**src/rtl/vga_sprite_compositor.sv**
```systemverilog
// VGA output stage: priority-composites NUM_SPRITES solid rectangles over the tile
// background, with sprite state double-buffered once per frame and a 3-stage aligned pipeline.
module vga_sprite_compositor #(
    parameter int NUM_SPRITES      = 3,
    parameter int COLOR_BITS       = 4,
    parameter int SPRITE_W         = 42,
    parameter int SPRITE_H         = 42,
    parameter int LATCH_ROW        = 480,
    parameter int BLINK_SHIFT      = 3,
    parameter int SYNC_ACTIVE_LOW  = 1,
    parameter int HEARTBEAT_CYCLES = 2500000
) (
    input  logic                                vga_clock,
    input  logic                                reset,
    input  logic [9:0]                          row,
    input  logic [9:0]                          column,
    input  logic                                display_enable,
    input  logic                                hsync_in,
    input  logic                                vsync_in,
    input  logic [COLOR_BITS-1:0]               bg_red,
    input  logic [COLOR_BITS-1:0]               bg_green,
    input  logic [COLOR_BITS-1:0]               bg_blue,
    input  logic [NUM_SPRITES*10-1:0]           sprite_x,
    input  logic [NUM_SPRITES*10-1:0]           sprite_y,
    input  logic [NUM_SPRITES-1:0]              sprite_enable,
    input  logic [NUM_SPRITES-1:0]              sprite_blink,
    input  logic [NUM_SPRITES*3*COLOR_BITS-1:0] sprite_rgb,
    output logic [COLOR_BITS-1:0]               vga_red,
    output logic [COLOR_BITS-1:0]               vga_green,
    output logic [COLOR_BITS-1:0]               vga_blue,
    output logic                                vga_hsync,
    output logic                                vga_vsync,
    output logic [15:0]                         frame_count,
    output logic                                heartbeat
);
    localparam int   RGB_W     = 3 * COLOR_BITS;
    localparam int   HB_W      = (HEARTBEAT_CYCLES > 1) ? $clog2(HEARTBEAT_CYCLES) : 1;
    localparam logic SYNC_IDLE = (SYNC_ACTIVE_LOW != 0);

    logic [NUM_SPRITES*10-1:0]    shadow_x, shadow_y;
    logic [NUM_SPRITES-1:0]       shadow_en, shadow_blink;
    logic [NUM_SPRITES*RGB_W-1:0] shadow_rgb;
    logic [HB_W-1:0]              hb_count;
    logic                         latch;

    logic [NUM_SPRITES-1:0] hit_c, hit_p1;
    logic [RGB_W-1:0]       rgb_p1, sel_rgb, rgb_p2;
    logic                   vld_p1, vld_p2;
    logic                   hsync_p1, hsync_p2, vsync_p1, vsync_p2;

    assign latch = (row == 10'(LATCH_ROW)) && (column == 10'd0);

    always_ff @(posedge vga_clock) begin
        if (!reset) begin
            shadow_x     <= '0;
            shadow_y     <= '0;
            shadow_en    <= '0;
            shadow_blink <= '0;
            shadow_rgb   <= '0;
            frame_count  <= '0;
        end else if (latch) begin
            shadow_x     <= sprite_x;
            shadow_y     <= sprite_y;
            shadow_en    <= sprite_enable;
            shadow_blink <= sprite_blink;
            shadow_rgb   <= sprite_rgb;
            frame_count  <= frame_count + 16'd1;
        end
    end

    always_ff @(posedge vga_clock) begin
        if (!reset) begin
            hb_count  <= '0;
            heartbeat <= 1'b0;
        end else if (hb_count == HB_W'(HEARTBEAT_CYCLES - 1)) begin
            hb_count  <= '0;
            heartbeat <= ~heartbeat;
        end else begin
            hb_count  <= hb_count + 1'b1;
        end
    end

    // Stage 1: per-sprite hit test in 11 bits so right/bottom edges clip instead of wrapping
    always_comb begin
        hit_c = '0;
        for (int i = 0; i < NUM_SPRITES; i++) begin
            hit_c[i] = shadow_en[i]
                     & ~(shadow_blink[i] & frame_count[BLINK_SHIFT])
                     & ({1'b0, column} >= {1'b0, shadow_x[10*i +: 10]})
                     & ({1'b0, column} <  ({1'b0, shadow_x[10*i +: 10]} + 11'(SPRITE_W)))
                     & ({1'b0, row}    >= {1'b0, shadow_y[10*i +: 10]})
                     & ({1'b0, row}    <  ({1'b0, shadow_y[10*i +: 10]} + 11'(SPRITE_H)));
        end
    end

    always_ff @(posedge vga_clock) begin
        hit_p1 <= hit_c;
        rgb_p1 <= {bg_red, bg_green, bg_blue};
    end

    always_ff @(posedge vga_clock) begin
        if (!reset) begin
            vld_p1   <= 1'b0;
            hsync_p1 <= SYNC_IDLE;
            vsync_p1 <= SYNC_IDLE;
        end else begin
            vld_p1   <= display_enable;
            hsync_p1 <= hsync_in;
            vsync_p1 <= vsync_in;
        end
    end

    // Stage 2: lowest-index hit wins; scanning downward lets the lowest index overwrite last
    always_comb begin
        sel_rgb = rgb_p1;
        for (int i = NUM_SPRITES - 1; i >= 0; i--) begin
            if (hit_p1[i]) sel_rgb = shadow_rgb[RGB_W*i +: RGB_W];
        end
    end

    always_ff @(posedge vga_clock) begin
        rgb_p2 <= sel_rgb;
    end

    always_ff @(posedge vga_clock) begin
        if (!reset) begin
            vld_p2   <= 1'b0;
            hsync_p2 <= SYNC_IDLE;
            vsync_p2 <= SYNC_IDLE;
        end else begin
            vld_p2   <= vld_p1;
            hsync_p2 <= hsync_p1;
            vsync_p2 <= vsync_p1;
        end
    end

    // Stage 3: blank outside the active area and drive the pins
    always_ff @(posedge vga_clock) begin
        if (!reset) begin
            vga_red   <= '0;
            vga_green <= '0;
            vga_blue  <= '0;
            vga_hsync <= SYNC_IDLE;
            vga_vsync <= SYNC_IDLE;
        end else begin
            vga_red   <= vld_p2 ? rgb_p2[RGB_W-1 -: COLOR_BITS]        : '0;
            vga_green <= vld_p2 ? rgb_p2[2*COLOR_BITS-1 -: COLOR_BITS] : '0;
            vga_blue  <= vld_p2 ? rgb_p2[COLOR_BITS-1:0]               : '0;
            vga_hsync <= hsync_p2;
            vga_vsync <= vsync_p2;
        end
    end
endmodule

```
**config.mk**
```make
export PLATFORM = sky130hd
export DESIGN_NAME = vga_sprite_compositor
export DESIGN_NICKNAME = d
export VERILOG_FILES = /design/src/rtl/vga_sprite_compositor.sv
export SDC_FILE = /design/constraint.sdc
export NUM_CORES = 1
export LEC_CHECK = 0
export BUFFER_PORTS_ARGS = -buffer_cell sky130_fd_sc_hd__buf_2
export CAP_MARGIN = 15
export CORE_UTILIZATION = 61
export DETAILED_ROUTE_END_ITERATION = 10
export PLACE_DENSITY_LB_ADDON = 0.3
export SLEW_MARGIN = 15
export SYNTH_ARGS = -nofsm -noshare
export SYNTH_HDL_FRONTEND = slang
export SYNTH_SLANG_ARGS = --single-unit
```
**constraint.sdc**
```tcl
create_clock -name vga_clock -period 3.43 [get_ports vga_clock]
set_input_delay 0.686 -clock vga_clock [delete_from_list [all_inputs] [get_ports vga_clock]]
set_output_delay 0.686 -clock vga_clock [all_outputs]
set_load 0.02 [all_outputs]
```
==> results.yml, run 1 <==
outcome:
  status: "completed"
setup_path:
  crit_path_end_kind: "register"
  cp.required_ns: 3.73
  max_stage_delay_ns: 0.41
  critPathSlowestCell: "dfxtp_1"
  worstSetupPathType: "reg -> reg"
  cp_num_buf_inv: 0
  startpoint_type: "register"
  crit_chain: "ha_1 > nor2_1 > nor2_1 > o21ai_0 > nor3_1 > xnor2_1 > ha_1 > and3_1 > a221oi_1 > a31oi_1 > a2111oi_0"
  crit_fanout: 5
  crit_family: "compound AO/OA/AOI/OAI gates"
  crit_arrival_ns: 3.00
timing:
  slew_viol_final: 0
  period_needed_ns: 2.70
  slew_headroom_pct: 39.5
  fin_crit_sh_pct: 78.8
  final_hold_viol_count: 0
  worst_slack_ns: 0.728
  rsz0062_at_grt: "no"
  clock.fmax_mhz: 370
  tightest_slew_ns: 0.906
  fin_skew_ns: 0.0122
  finalSetupViolCount: 0
  fin_setup_tns_ns: 0
power_and_ir_drop:
  seqPwrFrac_pct: 48.2
  irDropWorstVdd_uv: 368
  clkPwrFrac_pct: 44.5
  total_leakage_power_nw: 4.75
  power_mw: 4.59
  internal-power_mw: 3.44
  power.net_switching_mw: 1.15
  power.density_nw_per_um2: 387
  p_comb_share_pct: 7.2
  power.share.switching_pct: 25.0
synthesis:
  seq_area_frac_synth_pct: 36.9
  ys_types: 48
  ys_async_sr_fraction_pct: 0
  syn_avg_cell_area_um2: 8.45
  ys_warn_count: 0
  synth_top_flop_cell: "dfxtp_1"
  ys_ff_latch: 188
  synth_edf_count: 0
  synth_cells: 1209
  syn_nets: 1470
  synthesis.area_um2: 10200
floorplan:
  rows: 46
  die_w_um: 131
  die_y_um: 131
  dieArea_um2: 17300
  core_um2: 16100
  start_util_pct: 63.4
  ios: 170
clock_network:
  cts-root-buf: "clkbuf_16"
  cts.repair.resized: 0
  htree_levels: 4
  cts_buffer_depth: 2
  clock_sinks: 188
  cts_tree: "done"
  clk_latency_ns: 0.44
  cts-buffers-inserted: 17
  postCtsSetupRepairBufs: 0
  clk_pin_slew_ns: 0.08
  postCtsHoldBufs: 0
detailed_routing:
  vias: 8704
  ant_nets: 0
  drt_pass1_iterations: 5
  via_per_inst: 5.49
  drt-initial-drc-count: 609
  drc_errors: 0
  post_drt_wl_per_cell_um: 15.0
  wl_um: 23800
grt:
  grt_pass1_vias: 8366
  grt_antenna_before_repair: 1
  grt_pass1_wl_um: 40000
  overflow: 0
  grt_max_degree: 113
  grt_use_total_pct: 28.3
placement:
  portBuffers: 169
  dp_slack_ns: 0.680
  gp_congestion: 0.880
  hpwl_um: 17100
min_path:
  hold_class: "in -> reg"
finish:
  diodes: 0
  drive_above_1_share_pct: 15.7
  area_delta_synth_final_pct: 16.1
  fin_nets: 1618
run:
  max-cap-violations: 0
-- area by class of cell --
| class | instances | area [um2] |
|---|---|---|
| Fill cell | 1236 | 4260 |
| Multi-Input combinational cell | 908 | 6020 |
| Sequential cell | 188 | 3760 |
| Clock buffer | 18 | 439 |
| Clock inverter | 14 | 188 |
| Tap cell | 216 | 270 |
| Timing Repair Buffer | 176 | 926 |
| Inverter | 66 | 250 |
-- layer usage --
layer	vias up	part of all wire, %	track usage [%]
li1	4427	-	-
met1	4017	44	35.4
met2	227	49	49.0
met3	33	5.3	5.40
met4	0	1.7	9.17
met5	-	0	0
-- cell usage after synthesis, drive strengths merged (11+ instances only) --
| library cell | count | area [um2] |
|---|---|---|
| nor3 | 19 | 95.1 |
| a21boi | 105 | 788 |
| ha | 122 | 1530 |
| xor2 | 24 | 210 |
| inv | 66 | 250 |
| and2 | 18 | 113 |
| clkbuf | 39 | 146 |
| dfxtp | 188 | 3760 |
| nand2b | 11 | 68.8 |
| a21o | 14 | 113 |
| and3 | 18 | 113 |
| nand2 | 241 | 905 |
| xnor2 | 51 | 447 |
| nor2 | 63 | 236 |
| nand3 | 23 | 115 |
| o21ai | 39 | 195 |
| mux2i | 12 | 120 |
| a21oi | 46 | 234 |
| nand4 | 28 | 175 |
-- power groups by stage --
stage | logic [mW] | registers, mW | clock network (mW)
floorplan | 0.167 | 2.27 | 0
global placement | 0.315 | 2.26 | 0
detailed placement | 0.324 | 2.26 | 0
CTS | 0.329 | 2.21 | 2.07
global route | 0.373 | 2.22 | 2.17
finish | 0.332 | 2.21 | 2.04
-- final timing paths --
check                                  start   endpoint  slack [ns]  cells past startpoint
worst max-delay path            shadow_x[11]  hit_p1[1]        0.73                     11
worst min-delay path              bg_blue[3]  rgb_p1[3]        0.34                      1
worst max register to register  shadow_x[11]  hit_p1[1]        0.73                     11
worst min register to register      vsync_p1   vsync_p2        0.42                      1
-- metrics by stage --
stage                     hold WS, ns  instance area [um2]  instances  utilization (%)
final                           0.339                11900       1586             73.6
after global routing            0.319                11900       1586             73.6
after CTS                       0.322                11900       1586             73.6
after detailed placement        0.402                11200       1554             69.7
after global placement          0.389                11200       1554             69.7
after floorplan                 0.386                10200       1209                -
-- sequential cells by signal, indices dropped and copies added (netlist names), 4 cells and up --
register / flops
rgb_p1: 12
vga_green: 4
shadow_y: 30
frame_count: 16
rgb_p2: 12
vga_red: 4
shadow_x: 30
hb_count: 22
vga_blue: 4
shadow_rgb: 36
-- worst register-to-register path, stage by stage (launching register included) --
cell       delay [ns]
dfxtp_1          0.41
ha_1             0.22
nor2_1           0.05
nor2_1           0.14
o21ai_0          0.16
nor3_1           0.22
xnor2_1          0.17
ha_1             0.27
and3_1           0.19
a221oi_1         0.31
a31oi_1          0.11
a2111oi_0        0.34
-- cells by family (layout without fill, tap and decap cells) --
| group | after synthesis | in the layout | synth area share (%) |
|---|---|---|---|
| multiplexers | 12 | 12 | 1.18 |
| adder cells (fa/ha/maj) | 122 | 122 | 14.9 |
| AND/OR/NAND/NOR | 447 | 447 | 19.7 |
| XOR/XNOR | 75 | 75 | 6.43 |
| flip-flops | 188 | 188 | 36.9 |
| buffers and inverters | 113 | 274 | 4.26 |
| AO/OA/AOI/OAI | 252 | 252 | 16.7 |
-- cell usage in the layout, fill, tap and decap left out, types with 11 or more instances in the layout --
cell type,synthesis,routed
nand2_1,241,241
dfxtp_1,188,188
buf_2,7,168
ha_1,122,122
a21boi_1,105,105
inv_1,64,64
nor2_1,63,62
xnor2_1,51,51
a21oi_1,45,45
o21ai_0,38,38
nand4_1,28,28
xor2_1,24,24
nand3_1,23,23
nor3_1,19,19
and3_1,18,18
and2_1,18,18
clkbuf_16,0,17
a21o_1,13,13
mux2i_1,12,12
nand2b_1,11,11
Power figures use the tool's default switching activity.
==> run 2: changes to the inputs <==
--- a/config.mk
+++ b/config.mk
@@ -7,7 +7,7 @@
 export LEC_CHECK = 0
 export BUFFER_PORTS_ARGS = -buffer_cell sky130_fd_sc_hd__buf_2
 export CAP_MARGIN = 15
-export CORE_UTILIZATION = 61
+export CORE_UTILIZATION = 57
 export DETAILED_ROUTE_END_ITERATION = 10
 export PLACE_DENSITY_LB_ADDON = 0.3
 export SLEW_MARGIN = 15
==> constraint.sdc (replaced) <==
create_clock -name vga_clock -period 2.8 [get_ports vga_clock]
set_input_delay 0.56 -clock vga_clock [delete_from_list [all_inputs] [get_ports vga_clock]]
set_output_delay 0.56 -clock vga_clock [all_outputs]
set_load 0.02 [all_outputs]
==> run 2 against run 1 <==
  * Fmax increased by 6.2%
  * Cell area up 0.65%
  * Utilization is 5.1 points lower
  * Setup slack lost 0.47 ns
  * Clock skew grew 0.0040 ns
  * First-iteration DRC count shrank 15%
  * Critical path type unchanged
  * Highest routed layer unchanged
==> results.yml, run 2 (synthesis results as in run 1) <==
floorplan:
  dieArea_um2: 18500
  start_util_pct: 58.6
  die_y_um: 136
  core_um2: 17400
  rows: 48
  ios: 170
  die_w_um: 136
setup_path:
  crit_chain: "ha_1 > nor2_1 > nor2_1 > o21ai_0 > nor3_1 > xnor2_1 > ha_1 > and3_1 > a221oi_1 > a31oi_1 > a2111oi_0"
  crit_arrival_ns: 2.85
  critPathSlowestCell: "dfxtp_1"
  startpoint_type: "register"
  cp.depth: 11
  crit_path_end_kind: "register"
  cp_num_buf_inv: 0
  reg2reg_depth: 11
  crit_family: "compound AO/OA/AOI/OAI gates"
  crit_fanout: 5
  worstSetupPathType: "reg -> reg"
  max_stage_delay_ns: 0.41
  cp.required_ns: 3.11
clock_network:
  cts_buffer_depth: 2
  cts.repair.resized: 0
  clock_sinks: 188
  cts_tree: "done"
  postCtsSetupRepairBufs: 0
  postCtsHoldBufs: 0
  clk_pin_slew_ns: 0.08
  clk_latency_ns: 0.45
  htree_levels: 4
  cts-buffers-inserted: 17
  cts-root-buf: "clkbuf_16"
timing:
  fin_skew_ns: 0.0163
  rsz0062_at_grt: "no"
  whs_ns: 0.201
  slew_viol_final: 0
  finalSetupViolCount: 0
  fin_setup_tns_ns: 0
  final_hold_viol_count: 0
  period_needed_ns: 2.54
  fin_crit_sh_pct: 90.8
  tightest_slew_ns: 0.912
  clock.fmax_mhz: 393
  slew_headroom_pct: 39.1
grt:
  grt_pass1_vias: 8543
  grt_pass1_wl_um: 40000
  grt_max_degree: 84
  overflow: 0
  grt_use_total_pct: 27.6
  grt_antenna_before_repair: 1
finish:
  drive_above_1_share_pct: 16.0
  layout.cells.non_filler: 1601
  final-seq-area_um2: 3760
  largestRegisters: "shadow_rgb (36), shadow_x (30), shadow_y (30)"
  layout_common_cells: "nand2_1 (241), dfxtp_1 (188), buf_2 (168)"
  final_common_cell: "nand2_1"
  fill_cells: 1449
  fin_nets: 1623
  area_delta_synth_final_pct: 16.9
  regMostFlops: "shadow_rgb"
  multiInputGateArea_um2: 6020
  largest_reg_flops: 36
placement:
  gp_congestion: 0.862
  hpwl_um: 17500
  portBuffers: 169
  dp_cells: 1568
power_and_ir_drop:
  power.density_nw_per_um2: 477
  total_leakage_power_nw: 4.79
  irDropWorstVdd_uv: 497
detailed_routing:
  drc_errors: 0
  ant_nets: 0
  vias: 8767
  drt-initial-drc-count: 515
  wl_um: 24200
  post_drt_wl_per_cell_um: 15.1
  via_per_inst: 5.48
  drt_pass1_iterations: 6
outcome:
  status: "completed"
min_path:
  whs_path_depth: 1
  hold_class: "in -> reg"
run:
  max-cap-violations: 0
-- run 2: power by group --
| group | switching, mW | internal (mW) | leakage, nW |
|---|---|---|---|
| Sequential | 0.0110 | 2.70 | 1.53 |
| Combinational | 0.211 | 0.201 | 2.95 |
| Clock | 1.26 | 1.31 | 0.309 |
| Total | 1.49 | 4.21 | 4.79 |
-- run 2: path summary, 6_finish.rpt --
path / slack (ns) / startpoint / end
setup / recovery: 0.26 / shadow_x[11] / hit_p1[1]
hold / removal: 0.20 / bg_blue[1] / rgb_p1[1]
setup reg to reg: 0.26 / shadow_x[11] / hit_p1[1]
hold reg to reg: 0.41 / hsync_p1 / hsync_p2
-- run 2: final cells by class --
cell class | count | share of cell area [%]
multi-input combinational | 908 | 50.5
sequential | 188 | 31.5
timing repair buffer | 181 | 8.18
clock buffer | 17 | 3.56
tap | 225 | 2.36
inverter | 66 | 2.10
clock inverter | 15 | 1.80
antenna | 1 | 0.0210
-- run 2: layer usage --
layer	share of wire (%)	track usage [%]
met1	45	33.2
met2	48	47.5
met3	5.1	6.23
met4	1.7	10.4
met5	0	0
-- run 2: per-stage QoR --
stage | util (%) | setup slack, ns | instance area (um2) | total power [mW]
2_1_floorplan | - | 0.576 | 10200 | 2.98
3_3_place_gp | 64.8 | 0.389 | 11300 | 3.17
3_5_place_dp | 64.8 | 0.251 | 11300 | 3.18
4_1_cts | 68.5 | 0.225 | 11900 | 5.73
5_1_grt | 68.5 | 0.0675 | 11900 | 5.89
6_report | 68.5 | 0.257 | 11900 | 5.70
==> run 3: changes to the inputs <==
--- a/config.mk
+++ b/config.mk
@@ -5,7 +5,7 @@
 export SDC_FILE = /design/constraint.sdc
 export NUM_CORES = 1
 export LEC_CHECK = 0
-export BUFFER_PORTS_ARGS = -buffer_cell sky130_fd_sc_hd__buf_2
+export BUFFER_PORTS_ARGS = -buffer_cell sky130_fd_sc_hd__buf_4
 export CAP_MARGIN = 15
 export CORE_UTILIZATION = 57
 export DETAILED_ROUTE_END_ITERATION = 10
==> run 3 against run 2 <==
  * Sequential power is essentially flat
  * Fmax down 6.0%
  * Register-to-register slack worse by 0.16 ns
  * Die area unchanged
  * Wire length is 2.3% lower
  * Sequential cell count unchanged
  * Non-clock buffer count decreased by 5
  * Sequential share of layout area shrank 0.93 points
  * Clock power is 6% lower
  * Critical endpoint unchanged
  * Global-route usage fell by 0.70 points
  * Highest routed layer unchanged
==> results.yml, run 3 (synthesis results as in run 1) <==
detailed_routing:
  drt_pass1_iterations: 6
  via_per_inst: 5.50
  post_drt_wl_per_cell_um: 14.8
  drc_errors: 0
  vias: 8780
  wl_um: 23700
  ant_nets: 0
  drt-initial-drc-count: 456
clock_network:
  clk_latency_ns: 0.44
  postCtsHoldBufs: 0
  clk_pin_slew_ns: 0.08
  cts_tree: "done"
  cts-buffers-inserted: 17
  cts-root-buf: "clkbuf_16"
  postCtsSetupRepairBufs: 0
  htree_levels: 4
  clock_sinks: 188
  cts_buffer_depth: 2
timing:
  slew_headroom_pct: 29.1
  fin_crit_sh_pct: 96.6
  period_needed_ns: 2.71
  rsz0062_at_grt: "yes"
  fin_skew_ns: 0.00965
  fin_setup_tns_ns: 0
  finalSetupViolCount: 0
  tightest_slew_ns: 1.05
  whs_ns: 0.219
  final_hold_viol_count: 0
  slew_viol_final: 0
  clock.fmax_mhz: 370
grt:
  overflow: 0
  grt_use_total_pct: 26.9
  grt_pass1_vias: 8603
  grt_pass1_wl_um: 39300
  grt_max_degree: 102
  grt_antenna_before_repair: 0
floorplan:
  die_y_um: 136
  die_w_um: 136
  dieArea_um2: 18500
  core_um2: 17400
  start_util_pct: 58.6
  ios: 170
  rows: 48
setup_path:
  max_stage_delay_ns: 0.41
  crit_path_end_kind: "register"
  cp.required_ns: 3.12
  cp_num_buf_inv: 0
  crit_family: "compound AO/OA/AOI/OAI gates"
  startpoint_type: "register"
  worstSetupPathType: "reg -> reg"
  crit_fanout: 5
  crit_chain: "ha_1 > nor2_1 > nor2_1 > o21ai_0 > nor3_1 > xnor2_1 > ha_1 > and3_1 > a221oi_2 > a31oi_2 > a2111oi_4"
  critPathSlowestCell: "a2111oi_4"
  crit_arrival_ns: 3.02
placement:
  portBuffers: 169
  hpwl_um: 17100
  gp_congestion: 0.860
  dpl_cell_area_um2: 11700
  dp_cells: 1563
power_and_ir_drop:
  seqPwrFrac_pct: 48.5
  total_leakage_power_nw: 4.87
  p_comb_share_pct: 8.3
  internal-power_mw: 4.18
  irDropWorstVdd_uv: 439
  power.net_switching_mw: 1.41
  power.share.switching_pct: 25.3
  clkPwrFrac_pct: 43.3
  power.density_nw_per_um2: 455
min_path:
  hold_class: "in -> reg"
outcome:
  status: "completed"
finish:
  drive_above_1_share_pct: 16.1
  layout_common_cells: "nand2_1 (241), dfxtp_1 (185), buf_4 (173)"
  final_area_um2: 12300
  fin_util_pct: 70.7
  diodes: 0
  area_delta_synth_final_pct: 20.6
  largest_reg_flops: 36
  layout.cells.non_filler: 1595
  fin_nets: 1618
  largestRegisters: "shadow_rgb (36), shadow_x (30), shadow_y (30)"
  regMostFlops: "shadow_rgb"
  final_common_cell: "nand2_1"
run:
  max-cap-violations: 0
==> run 3: changes by cell type in the layout (fill, tap and decap cells not counted), moves of 3 or more <==
cell / before / now
dfxtp_1: 188 / 185
dfxtp_2: 0 / 3
buf_4: 10 / 173
buf_2: 168 / 0
==> run 3: worst paths after layout <==
path	endpoint	startpoint	slack, ns	cells after the start
max	hit_p1[1]	shadow_x[11]	0.09	11
min	rgb_p1[9]	bg_red[1]	0.22	1
max reg2reg	hit_p1[1]	shadow_x[11]	0.09	11
min reg2reg	vsync_p2	vsync_p1	0.40	1
==> run 3: power groups by stage <==
stage / logic, mW / registers [mW] / clock network, mW
floorplan: 0.204 / 2.78 / 0
global placement: 0.441 / 2.77 / 0
detailed placement: 0.454 / 2.77 / 0
CTS: 0.460 / 2.71 / 2.46
global route: 0.516 / 2.71 / 2.58
finish: 0.463 / 2.71 / 2.42
==> run 3: layout make-up <==
type,count,area (um2)
clock buffer,18,439
timing repair buffer,176,1360
multi-input combinational,908,6050
inverter,66,250
fill,1401,5100
clock inverter,14,163
tap,225,282
sequential,188,3770
==> run 3: layer usage <==
layer	global-route usage [%]	share of wire (%)	vias to the layer above
met1	32.3	45	4101
met4	9.43	2.3	0
met3	6.60	5.3	40
li1	-	-	4436
met2	46.3	48	203
met5	0	0	-
==> run 3: what timing repair did <==
item                                    4_1_cts  5_1_grt
gates cloned                                  0        0
endpoints found under the setup margin        1        2
pin swaps                                     0        2
endpoints found under the hold margin         0        0
resized for setup                             2        6
==> run 3: stage by stage <==
stage	power [mW]	setup WS, ns
CTS	5.63	0.123
global placement	3.21	-0.0350
finish	5.60	0.0947
floorplan	2.98	0.576
detailed placement	3.23	-0.0906
global route	5.82	-0.0241
==> run 3: worst reg2reg max path, cell delays in order (launching register included) <==
cell and delay (ns):
dfxtp_2 0.35, ha_1 0.23, nor2_1 0.11, nor2_1 0.07, o21ai_0 0.31, nor3_1 0.10
xnor2_1 0.14, ha_1 0.31, and3_1 0.20, a221oi_2 0.25, a31oi_2 0.12, a2111oi_4 0.41
